===== src/rtl/ctrl_pipe_pkg.sv =====
// Shared decode constants and control-bundle types for the pipelined main controller.
package ctrl_pipe_pkg;

    // Primary opcodes (instruction[31:26])
    localparam logic [5:0] OP_RTYPE  = 6'h00;
    localparam logic [5:0] OP_REGIMM = 6'h01;   // BGEZ lives here
    localparam logic [5:0] OP_J      = 6'h02;
    localparam logic [5:0] OP_JAL    = 6'h03;
    localparam logic [5:0] OP_BEQ    = 6'h04;
    localparam logic [5:0] OP_BNE    = 6'h05;
    localparam logic [5:0] OP_BGTZ   = 6'h07;
    localparam logic [5:0] OP_ADDI   = 6'h08;
    localparam logic [5:0] OP_ADDIU  = 6'h09;
    localparam logic [5:0] OP_SLTI   = 6'h0A;
    localparam logic [5:0] OP_ANDI   = 6'h0C;
    localparam logic [5:0] OP_ORI    = 6'h0D;
    localparam logic [5:0] OP_LUI    = 6'h0F;
    localparam logic [5:0] OP_LW     = 6'h23;
    localparam logic [5:0] OP_SW     = 6'h2B;

    // R-type function codes (instruction[5:0])
    localparam logic [5:0] FN_SLL  = 6'h00;
    localparam logic [5:0] FN_SRL  = 6'h02;
    localparam logic [5:0] FN_SRA  = 6'h03;
    localparam logic [5:0] FN_JR   = 6'h08;
    localparam logic [5:0] FN_ADD  = 6'h20;
    localparam logic [5:0] FN_ADDU = 6'h21;
    localparam logic [5:0] FN_SUB  = 6'h22;
    localparam logic [5:0] FN_SUBU = 6'h23;
    localparam logic [5:0] FN_AND  = 6'h24;
    localparam logic [5:0] FN_OR   = 6'h25;
    localparam logic [5:0] FN_NOR  = 6'h27;
    localparam logic [5:0] FN_SLT  = 6'h2A;

    // ALU operations; NOP must stay zero so a bubble is the all-zero bundle
    typedef enum logic [3:0] {
        ALU_NOP  = 4'd0,
        ALU_ADD  = 4'd1,
        ALU_ADDU = 4'd2,
        ALU_SUB  = 4'd3,
        ALU_SUBU = 4'd4,
        ALU_AND  = 4'd5,
        ALU_OR   = 4'd6,
        ALU_NOR  = 4'd7,
        ALU_SLL  = 4'd8,
        ALU_SRL  = 4'd9,
        ALU_SRA  = 4'd10,
        ALU_SLT  = 4'd11
    } alu_op_e;

    localparam logic [1:0] REGDST_RT = 2'd0;
    localparam logic [1:0] REGDST_RD = 2'd1;
    localparam logic [1:0] REGDST_RA = 2'd2;

    localparam logic [1:0] SHIFT_NONE  = 2'd0;
    localparam logic [1:0] SHIFT_SHAMT = 2'd1;
    localparam logic [1:0] SHIFT_LUI   = 2'd2;

    localparam logic [2:0] BR_NONE = 3'd0;
    localparam logic [2:0] BR_BEQ  = 3'd1;
    localparam logic [2:0] BR_BNE  = 3'd2;
    localparam logic [2:0] BR_BGTZ = 3'd3;
    localparam logic [2:0] BR_BGEZ = 3'd4;

    // Full control bundle as it enters EX
    typedef struct packed {
        alu_op_e    aluop;
        logic       alusrc;
        logic [1:0] regdst;
        logic [1:0] shift;
        logic       link;
        logic       illegal;
        logic       readmem;
        logic       writemem;
        logic       regwrite;
        logic       memtoreg;
    } ctrl_t;

    // Controls still needed once the instruction leaves EX
    typedef struct packed {
        logic readmem;
        logic writemem;
        logic regwrite;
        logic memtoreg;
        logic link;
    } mem_ctrl_t;

    // Controls still needed once the instruction leaves MEM
    typedef struct packed {
        logic regwrite;
        logic memtoreg;
        logic link;
    } wb_ctrl_t;

    localparam ctrl_t CTRL_BUBBLE = '0;

    // Strip EX-only fields; illegal is intentionally dropped here
    function automatic mem_ctrl_t to_mem(input ctrl_t c);
        mem_ctrl_t m;
        m.readmem  = c.readmem;
        m.writemem = c.writemem;
        m.regwrite = c.regwrite;
        m.memtoreg = c.memtoreg;
        m.link     = c.link;
        return m;
    endfunction

endpackage


===== src/rtl/ctrl_pipe_decode.sv =====
// Purely combinational ID-stage decode of opcode/func into a control bundle.
module ctrl_pipe_decode
    import ctrl_pipe_pkg::*;
#(
    parameter int EN_JUMP = 1
) (
    input  logic [5:0] opcode,
    input  logic [5:0] func,
    input  logic       id_valid,
    output logic       id_jump,
    output logic       id_jreg,
    output logic [2:0] id_branch,
    output ctrl_t      id_ctrl
);

    // Decode table; everything defaults to a bubble so no path can latch
    always_comb begin
        id_ctrl   = CTRL_BUBBLE;
        id_jump   = 1'b0;
        id_jreg   = 1'b0;
        id_branch = BR_NONE;
        if (id_valid) begin
            case (opcode)
                OP_RTYPE: begin
                    id_ctrl.regdst   = REGDST_RD;
                    id_ctrl.regwrite = 1'b1;
                    case (func)
                        FN_ADD:  id_ctrl.aluop = ALU_ADD;
                        FN_ADDU: id_ctrl.aluop = ALU_ADDU;
                        FN_SUB:  id_ctrl.aluop = ALU_SUB;
                        FN_SUBU: id_ctrl.aluop = ALU_SUBU;
                        FN_AND:  id_ctrl.aluop = ALU_AND;
                        FN_OR:   id_ctrl.aluop = ALU_OR;
                        FN_NOR:  id_ctrl.aluop = ALU_NOR;
                        FN_SLT:  id_ctrl.aluop = ALU_SLT;
                        FN_SLL: begin
                            id_ctrl.aluop = ALU_SLL;
                            id_ctrl.shift = SHIFT_SHAMT;
                        end
                        FN_SRL: begin
                            id_ctrl.aluop = ALU_SRL;
                            id_ctrl.shift = SHIFT_SHAMT;
                        end
                        FN_SRA: begin
                            id_ctrl.aluop = ALU_SRA;
                            id_ctrl.shift = SHIFT_SHAMT;
                        end
                        FN_JR: begin
                            // JR is handled by the jump path, nothing is written back
                            id_jump          = 1'b1;
                            id_jreg          = 1'b1;
                            id_ctrl.regwrite = 1'b0;
                        end
                        default: begin
                            id_ctrl         = CTRL_BUBBLE;
                            id_ctrl.illegal = 1'b1;
                        end
                    endcase
                end
                OP_ADDI, OP_ADDIU: begin
                    id_ctrl.aluop    = ALU_ADD;
                    id_ctrl.alusrc   = 1'b1;
                    id_ctrl.regwrite = 1'b1;
                end
                OP_SLTI: begin
                    id_ctrl.aluop    = ALU_SLT;
                    id_ctrl.alusrc   = 1'b1;
                    id_ctrl.regwrite = 1'b1;
                end
                OP_ANDI: begin
                    id_ctrl.aluop    = ALU_AND;
                    id_ctrl.alusrc   = 1'b1;
                    id_ctrl.regwrite = 1'b1;
                end
                OP_ORI: begin
                    id_ctrl.aluop    = ALU_OR;
                    id_ctrl.alusrc   = 1'b1;
                    id_ctrl.regwrite = 1'b1;
                end
                OP_LUI: begin
                    id_ctrl.aluop    = ALU_SLL;
                    id_ctrl.alusrc   = 1'b1;
                    id_ctrl.shift    = SHIFT_LUI;
                    id_ctrl.regwrite = 1'b1;
                end
                OP_LW: begin
                    id_ctrl.aluop    = ALU_ADD;
                    id_ctrl.alusrc   = 1'b1;
                    id_ctrl.readmem  = 1'b1;
                    id_ctrl.memtoreg = 1'b1;
                    id_ctrl.regwrite = 1'b1;
                end
                OP_SW: begin
                    id_ctrl.aluop    = ALU_ADD;
                    id_ctrl.alusrc   = 1'b1;
                    id_ctrl.writemem = 1'b1;
                end
                OP_BEQ:    id_branch = BR_BEQ;
                OP_BNE:    id_branch = BR_BNE;
                OP_BGTZ:   id_branch = BR_BGTZ;
                OP_REGIMM: id_branch = BR_BGEZ;
                OP_J: begin
                    if (EN_JUMP != 0) begin
                        id_jump = 1'b1;
                    end else begin
                        id_ctrl.illegal = 1'b1;
                    end
                end
                OP_JAL: begin
                    if (EN_JUMP != 0) begin
                        id_jump          = 1'b1;
                        id_ctrl.link     = 1'b1;
                        id_ctrl.regdst   = REGDST_RA;
                        id_ctrl.regwrite = 1'b1;
                    end else begin
                        id_ctrl.illegal = 1'b1;
                    end
                end
                default: id_ctrl.illegal = 1'b1;
            endcase
        end
    end

endmodule


===== src/rtl/ctrl_pipe.sv =====
// Main controller: ID decode plus registered ID/EX, EX/MEM and MEM/WB control stages.
module ctrl_pipe
    import ctrl_pipe_pkg::*;
#(
    parameter int ALUOP_W = 4,
    parameter int EN_JUMP = 1
) (
    input  logic               clk,
    input  logic               rst,
    input  logic [5:0]         opcode,
    input  logic [5:0]         func,
    input  logic               id_valid,
    input  logic               stall,
    input  logic               flush,
    output logic               id_jump,
    output logic               id_jreg,
    output logic [2:0]         id_branch,
    output logic [ALUOP_W-1:0] ex_aluop,
    output logic               ex_alusrc,
    output logic [1:0]         ex_regdst,
    output logic [1:0]         ex_shift,
    output logic               ex_link,
    output logic               ex_illegal,
    output logic               mem_readmem,
    output logic               mem_writemem,
    output logic               wb_regwrite,
    output logic               wb_memtoreg,
    output logic               wb_link
);

    ctrl_t     id_ctrl;
    ctrl_t     ex_d;
    ctrl_t     ex_q;
    mem_ctrl_t mem_q;
    wb_ctrl_t  wb_q;

    ctrl_pipe_decode #(
        .EN_JUMP(EN_JUMP)
    ) u_decode (
        .opcode   (opcode),
        .func     (func),
        .id_valid (id_valid),
        .id_jump  (id_jump),
        .id_jreg  (id_jreg),
        .id_branch(id_branch),
        .id_ctrl  (id_ctrl)
    );

    // Hazard and branch units both turn the ID/EX load into a bubble
    always_comb begin
        ex_d = id_ctrl;
        if (stall || flush) begin
            ex_d = CTRL_BUBBLE;
        end
    end

    // ID/EX stage register
    always_ff @(posedge clk or posedge rst) begin
        if (rst) begin
            ex_q <= CTRL_BUBBLE;
        end else begin
            ex_q <= ex_d;
        end
    end

    // EX/MEM and MEM/WB always advance; this block never stalls them
    always_ff @(posedge clk or posedge rst) begin
        if (rst) begin
            mem_q <= '0;
            wb_q  <= '0;
        end else begin
            mem_q <= to_mem(ex_q);
            wb_q  <= '{regwrite: mem_q.regwrite, memtoreg: mem_q.memtoreg, link: mem_q.link};
        end
    end

    assign ex_aluop     = ALUOP_W'(ex_q.aluop);
    assign ex_alusrc    = ex_q.alusrc;
    assign ex_regdst    = ex_q.regdst;
    assign ex_shift     = ex_q.shift;
    assign ex_link      = ex_q.link;
    assign ex_illegal   = ex_q.illegal;
    assign mem_readmem  = mem_q.readmem;
    assign mem_writemem = mem_q.writemem;
    assign wb_regwrite  = wb_q.regwrite;
    assign wb_memtoreg  = wb_q.memtoreg;
    assign wb_link      = wb_q.link;

endmodule

===== config.mk =====
export PLATFORM = sky130hd
export DESIGN_NAME = ctrl_pipe
export DESIGN_NICKNAME = d
export VERILOG_FILES = /design/src/rtl/ctrl_pipe_pkg.sv /design/src/rtl/ctrl_pipe_decode.sv /design/src/rtl/ctrl_pipe.sv
export SDC_FILE = /design/constraint.sdc
export NUM_CORES = 1
export LEC_CHECK = 0
export BUFFER_PORTS_ARGS = -buffer_cell sky130_fd_sc_hd__buf_2
export CAP_MARGIN = 20
export CORE_MARGIN = 2
export CORE_UTILIZATION = 45
export CTS_BUF_LIST = sky130_fd_sc_hd__clkbuf_16
export CTS_CLUSTER_DIAMETER = 120
export DETAILED_ROUTE_END_ITERATION = 16
export PLACE_DENSITY = 0.72
export RECOVER_POWER = 100
export SYNTH_ARGS = -nofsm -noshare
export SYNTH_HDL_FRONTEND = slang
export SYNTH_SLANG_ARGS = --single-unit

===== constraint.sdc =====
create_clock -name clk -period 1.8 [get_ports clk]
set_input_delay 0.27 -clock clk [delete_from_list [all_inputs] [get_ports clk]]
set_output_delay 0.27 -clock clk [all_outputs]
set_load 0.01 [all_outputs]

==> flow_results.org <==
** Synth
- EDFF count, synth :: 0
- Avg Cell Area, Syn :: 9.11 sq um
- In the synthesized netlist the dominant register cell turns out to be sky130_fd_sc_hd__dfrtp_1.
- Yosys top cell by area :: sky130_fd_sc_hd__dfrtp_1
- Counting every instance in the synthesized netlist gives 131.
- The Yosys step of the flow raised 0 warnings.
- Flip-flop and latch count after synthesis :: 21
- Sequential share of the synthesized area :: between 40% and 50%
- Distinct cell type count after synthesis :: 43
- The synthesized netlist occupies a cell area of around 1200 sq um.
- Ranked by instance count, the synthesized netlist is headed by sky130_fd_sc_hd__dfrtp_1, sky130_fd_sc_hd__nor2_1, sky130_fd_sc_hd__clkbuf_1, sky130_fd_sc_hd__buf_4, sky130_fd_sc_hd__a21oi_1.
- Counting every net in the synthesized netlist gives between 100 and 150.
- Proportion of synthesized flip-flops having asynchronous set or reset :: between 90% and 100%
- Yosys instantiated no cell more often than sky130_fd_sc_hd__dfrtp_1.
- After synthesis, the cell types taking the most area are sky130_fd_sc_hd__dfrtp_1, sky130_fd_sc_hd__buf_4, sky130_fd_sc_hd__nor2_1.
- The top cell type by area accounts for 44.0% of the synthesized area.

** Worst setup path
- Slowest cell on the critical path :: sky130_fd_sc_hd__or4_4
- List of cells traversed by the critical path :: buf_2, or4_4, nor2_1, and4b_1, buf_2
- The critical path is of the in2out type.
- The largest single stage delay on the critical path is slightly below 0.6 ns.
- The worst register-to-register path has a setup slack of 1.31 ns.
- In this run the worst path has a maximum fanout of 7.
- CP arrival :: about 1.5 ns
- Data required time of the worst path :: ~1.5 ns
- Crit path capture type :: output port
- STA classifies the critical path startpoint as an input pin.
- In this design, the critical path's most frequently occurring cell is sky130_fd_sc_hd__buf_2.

** Route
- The first detailed-routing pass ran for 4 iterations.
- Violation count after the first detailed-routing iteration :: 26
- Wires add up to 2.50 mm.
- ANT nets after route :: 0
- Routed via count divided by cell count :: around 5.6
- Detailed routing inserted a total of between 1,000 and 1,500 vias.
- After detailed routing, the number of remaining DRC violations is 0.
- In the final routed layout, each cell accounts on average for roughly 13 microns.

** Clocking
- H-tree levels :: 1
- CTS tree :: yes
- The number of clock buffers added by TritonCTS is 3.
- Buffers added to address setup during post-CTS repair amount to 0.
- Clock Tree Buf Depth :: 2
- After clock tree synthesis, the flow added hold-fix buffers numbering 0.
- Number of sinks driven by the clock tree :: 21
- In this run, post-CTS repair resized a total of 0 instances.
- Clk Tree Root Cell :: sky130_fd_sc_hd__clkbuf_16
- Register clock-pin slew on the reported worst setup and hold paths :: 0.05 ns
- At the later pin of the worst-skew pair, clock insertion delay measures 0.25 ns.

** Timing
- Remaining max-slew budget at the tightest pin :: 48.6%
- Derived from the worst setup path, the maximum achievable clock frequency is ~0.6 GHz.
- The worst path uses a little over nine tenths of the clock period.
- The worst path needs roughly 1.7 ns of the cycle, external delays included.
- Final count of pins violating max slew :: 0
- The number of hold violations in the final report was 0.
- Setup repair after global routing left no endpoint under its margin.
- Setup tns final :: 0 ns
- Final worst-path setup slack :: 0.0848 ns
- Setup violations remaining at the end of the flow were counted as 0.
- Final hold analysis gives a worst-case slack of 0.145 ns.
- Setup Skew :: around 0.00046 ns
- Least-Margin Pin Slew :: approximately 0.77 ns

** Die
- IO Count :: 38
- Initial standard-cell utilization of the core :: a little under half
- Die H :: between 50 and 60 microns
- The floorplan step defined a die boundary enclosing 3080 sq um.
- Core footprint :: about 2500 sq um
- Row Count :: 18
- In this run the horizontal extent of the chip is ~56 microns.

** Power
- Registers are responsible for ~45% of the overall power.
- In this run the static leakage power is 0.649 nW.
- Part of the total power dissipated in combinational logic :: a little over an eighth
- Worst IR Drop VDD :: around 0.00066 V
- Ratio of total power to cell area :: approximately 760 nW/um^2
- Net switching is 22.3% of the power.
- Overall power after layout :: between 0.001 and 0.0015 W
- Net switching power :: around 0.00024 W
- Cell internal power was estimated by the tool at a little over 0.0008 W.
- Clock power frac :: 41.6%

** Finish
- Relative to the synthesized area, the layout overhead comes to 16.7%.
- Cell Count, Final, Fillers Out :: approximately 190
- Of the cells placed in the final design, the portion with a size suffix greater than 1 is about 17%.
- Counting the fill cells in the layout gives approximately 240.
- Diode count :: 0
- The final layout contains ~180 nets.

** Placed design
- Port buffering added 37 buffers.
- Detailed placement finished with a half-perimeter wire length of 1.83 mm.
- Placed cell count :: between 150 and 200
- Setup slack at placement :: between 0.03 and 0.04 ns
- At the end of routability-driven placement, the weighted congestion stood at around 0.85.

** Global routing
- Number of antenna violations at the first check in global routing :: 0
- For this run the aggregate overflow at the end of global routing stands at 0.
- The first global-routing pass estimated between 4 and 5 mm of wire.
- Via count of the first global-routing pass :: 957
- Global routing used 16.8% of the available tracks.
- Entering global routing, the biggest net connects 22 pins.

** Job
- Maximum capacitance violations :: 0

** Status
- Run status :: complete, no violations

** Min path
- The min-delay analysis places its worst path in the category in2async.
-- worst max-delay path: cells and delay by family --
family                 cells  cell delay (ns)
AND/OR/NAND/NOR            3             0.92
buffers and inverters      2             0.25
-- power groups by stage --
| stage | Clock (W) | Combinational, W | Sequential, W |
|---|---|---|---|
| global route | 0.000471 | 0.000161 | 0.000476 |
| global placement | 0 | 0.000141 | 0.000484 |
| CTS | 0.000454 | 0.000146 | 0.000476 |
| detailed placement | 0 | 0.000145 | 0.000484 |
| finish | 0.000442 | 0.000144 | 0.000476 |
| floorplan | 0 | 0.0000959 | 0.000485 |
-- state kept, by name (all words and copies together), names as in the netlist --
signal / flops
ex_alusrc: 1
ex_illegal: 1
mem_q: 3
wb_link: 1
wb_regwrite: 1
ex_shift: 2
ex_q: 3
mem_writemem: 1
ex_aluop: 4
ex_link: 1
wb_memtoreg: 1
ex_regdst: 2
-- layout make-up --
type	instances	area, sq um	area share, %
Inverter	6	22.5	1.62
Multi-Input combinational cell	86	539	38.7
Timing Repair Buffer	41	189	13.6
Clock inverter	1	3.75	0.270
Sequential cell	21	526	37.7
Tap cell	30	37.5	2.70
Clock buffer	3	75.1	5.39
-- layer usage --
metal	GRT usage, %	part of all wire [%]	vias up
met2	25.9	45	42
met5	0	0	-
met4	8.01	1.6	0
met1	22.4	47	506
li1	-	-	508
met3	3.51	6.2	4
-- placed cells by master (no fill, tap or decap), types with 2 or more instances in the layout --
master,netlist,layout
sky130_fd_sc_hd__a22o_1,2,2
sky130_fd_sc_hd__o21ai_0,2,2
sky130_fd_sc_hd__nor2b_1,2,2
sky130_fd_sc_hd__buf_4,8,4
sky130_fd_sc_hd__or2_1,2,2
sky130_fd_sc_hd__nand2b_1,4,4
sky130_fd_sc_hd__nand2_1,3,4
sky130_fd_sc_hd__a31oi_1,4,4
sky130_fd_sc_hd__dfrtp_1,21,21
sky130_fd_sc_hd__a22oi_1,2,2
sky130_fd_sc_hd__a21oi_1,7,7
sky130_fd_sc_hd__nand3_1,5,5
sky130_fd_sc_hd__nor2_1,16,16
sky130_fd_sc_hd__mux2i_1,2,2
sky130_fd_sc_hd__o22ai_1,4,4
sky130_fd_sc_hd__inv_1,5,6
sky130_fd_sc_hd__nor3_1,5,5
sky130_fd_sc_hd__buf_2,0,16
sky130_fd_sc_hd__clkbuf_16,0,3
sky130_fd_sc_hd__and3_1,4,4
sky130_fd_sc_hd__clkbuf_1,9,21
-- final timing paths --
path / end / startpoint / depth (start not counted)
setup / recovery: id_jreg / opcode[5] / 5
hold / removal: ex_shift[1] / rst / 2
setup reg to reg: mem_q[0] / ex_link / 0
hold reg to reg: mem_writemem / ex_q[2] / 0
max in group asynchronous: wb_memtoreg / rst / 2
min in group clk: ex_aluop[2] / stall / 4
-- stage by stage --
step | instance area (sq um) | util [%]
global placement | 1350 | 54.0
finish | 1390 | 55.7
global route | 1390 | 55.7
floorplan | 1190 | -
CTS | 1430 | 57.1
detailed placement | 1350 | 54.0
-- cells by family after synthesis --
| family | Yosys count | share of synthesized area (%) |
|---|---|---|
| XOR/XNOR | 2 | 1.47 |
| multiplexers | 2 | 1.68 |
| buffers and inverters | 24 | 10.1 |
| flip-flops | 21 | 44.0 |
| AND/OR/NAND/NOR | 51 | 24.7 |
| AO/OA/AOI/OAI | 31 | 18.0 |
No activity file was read; power rests on OpenSTA's default activity.
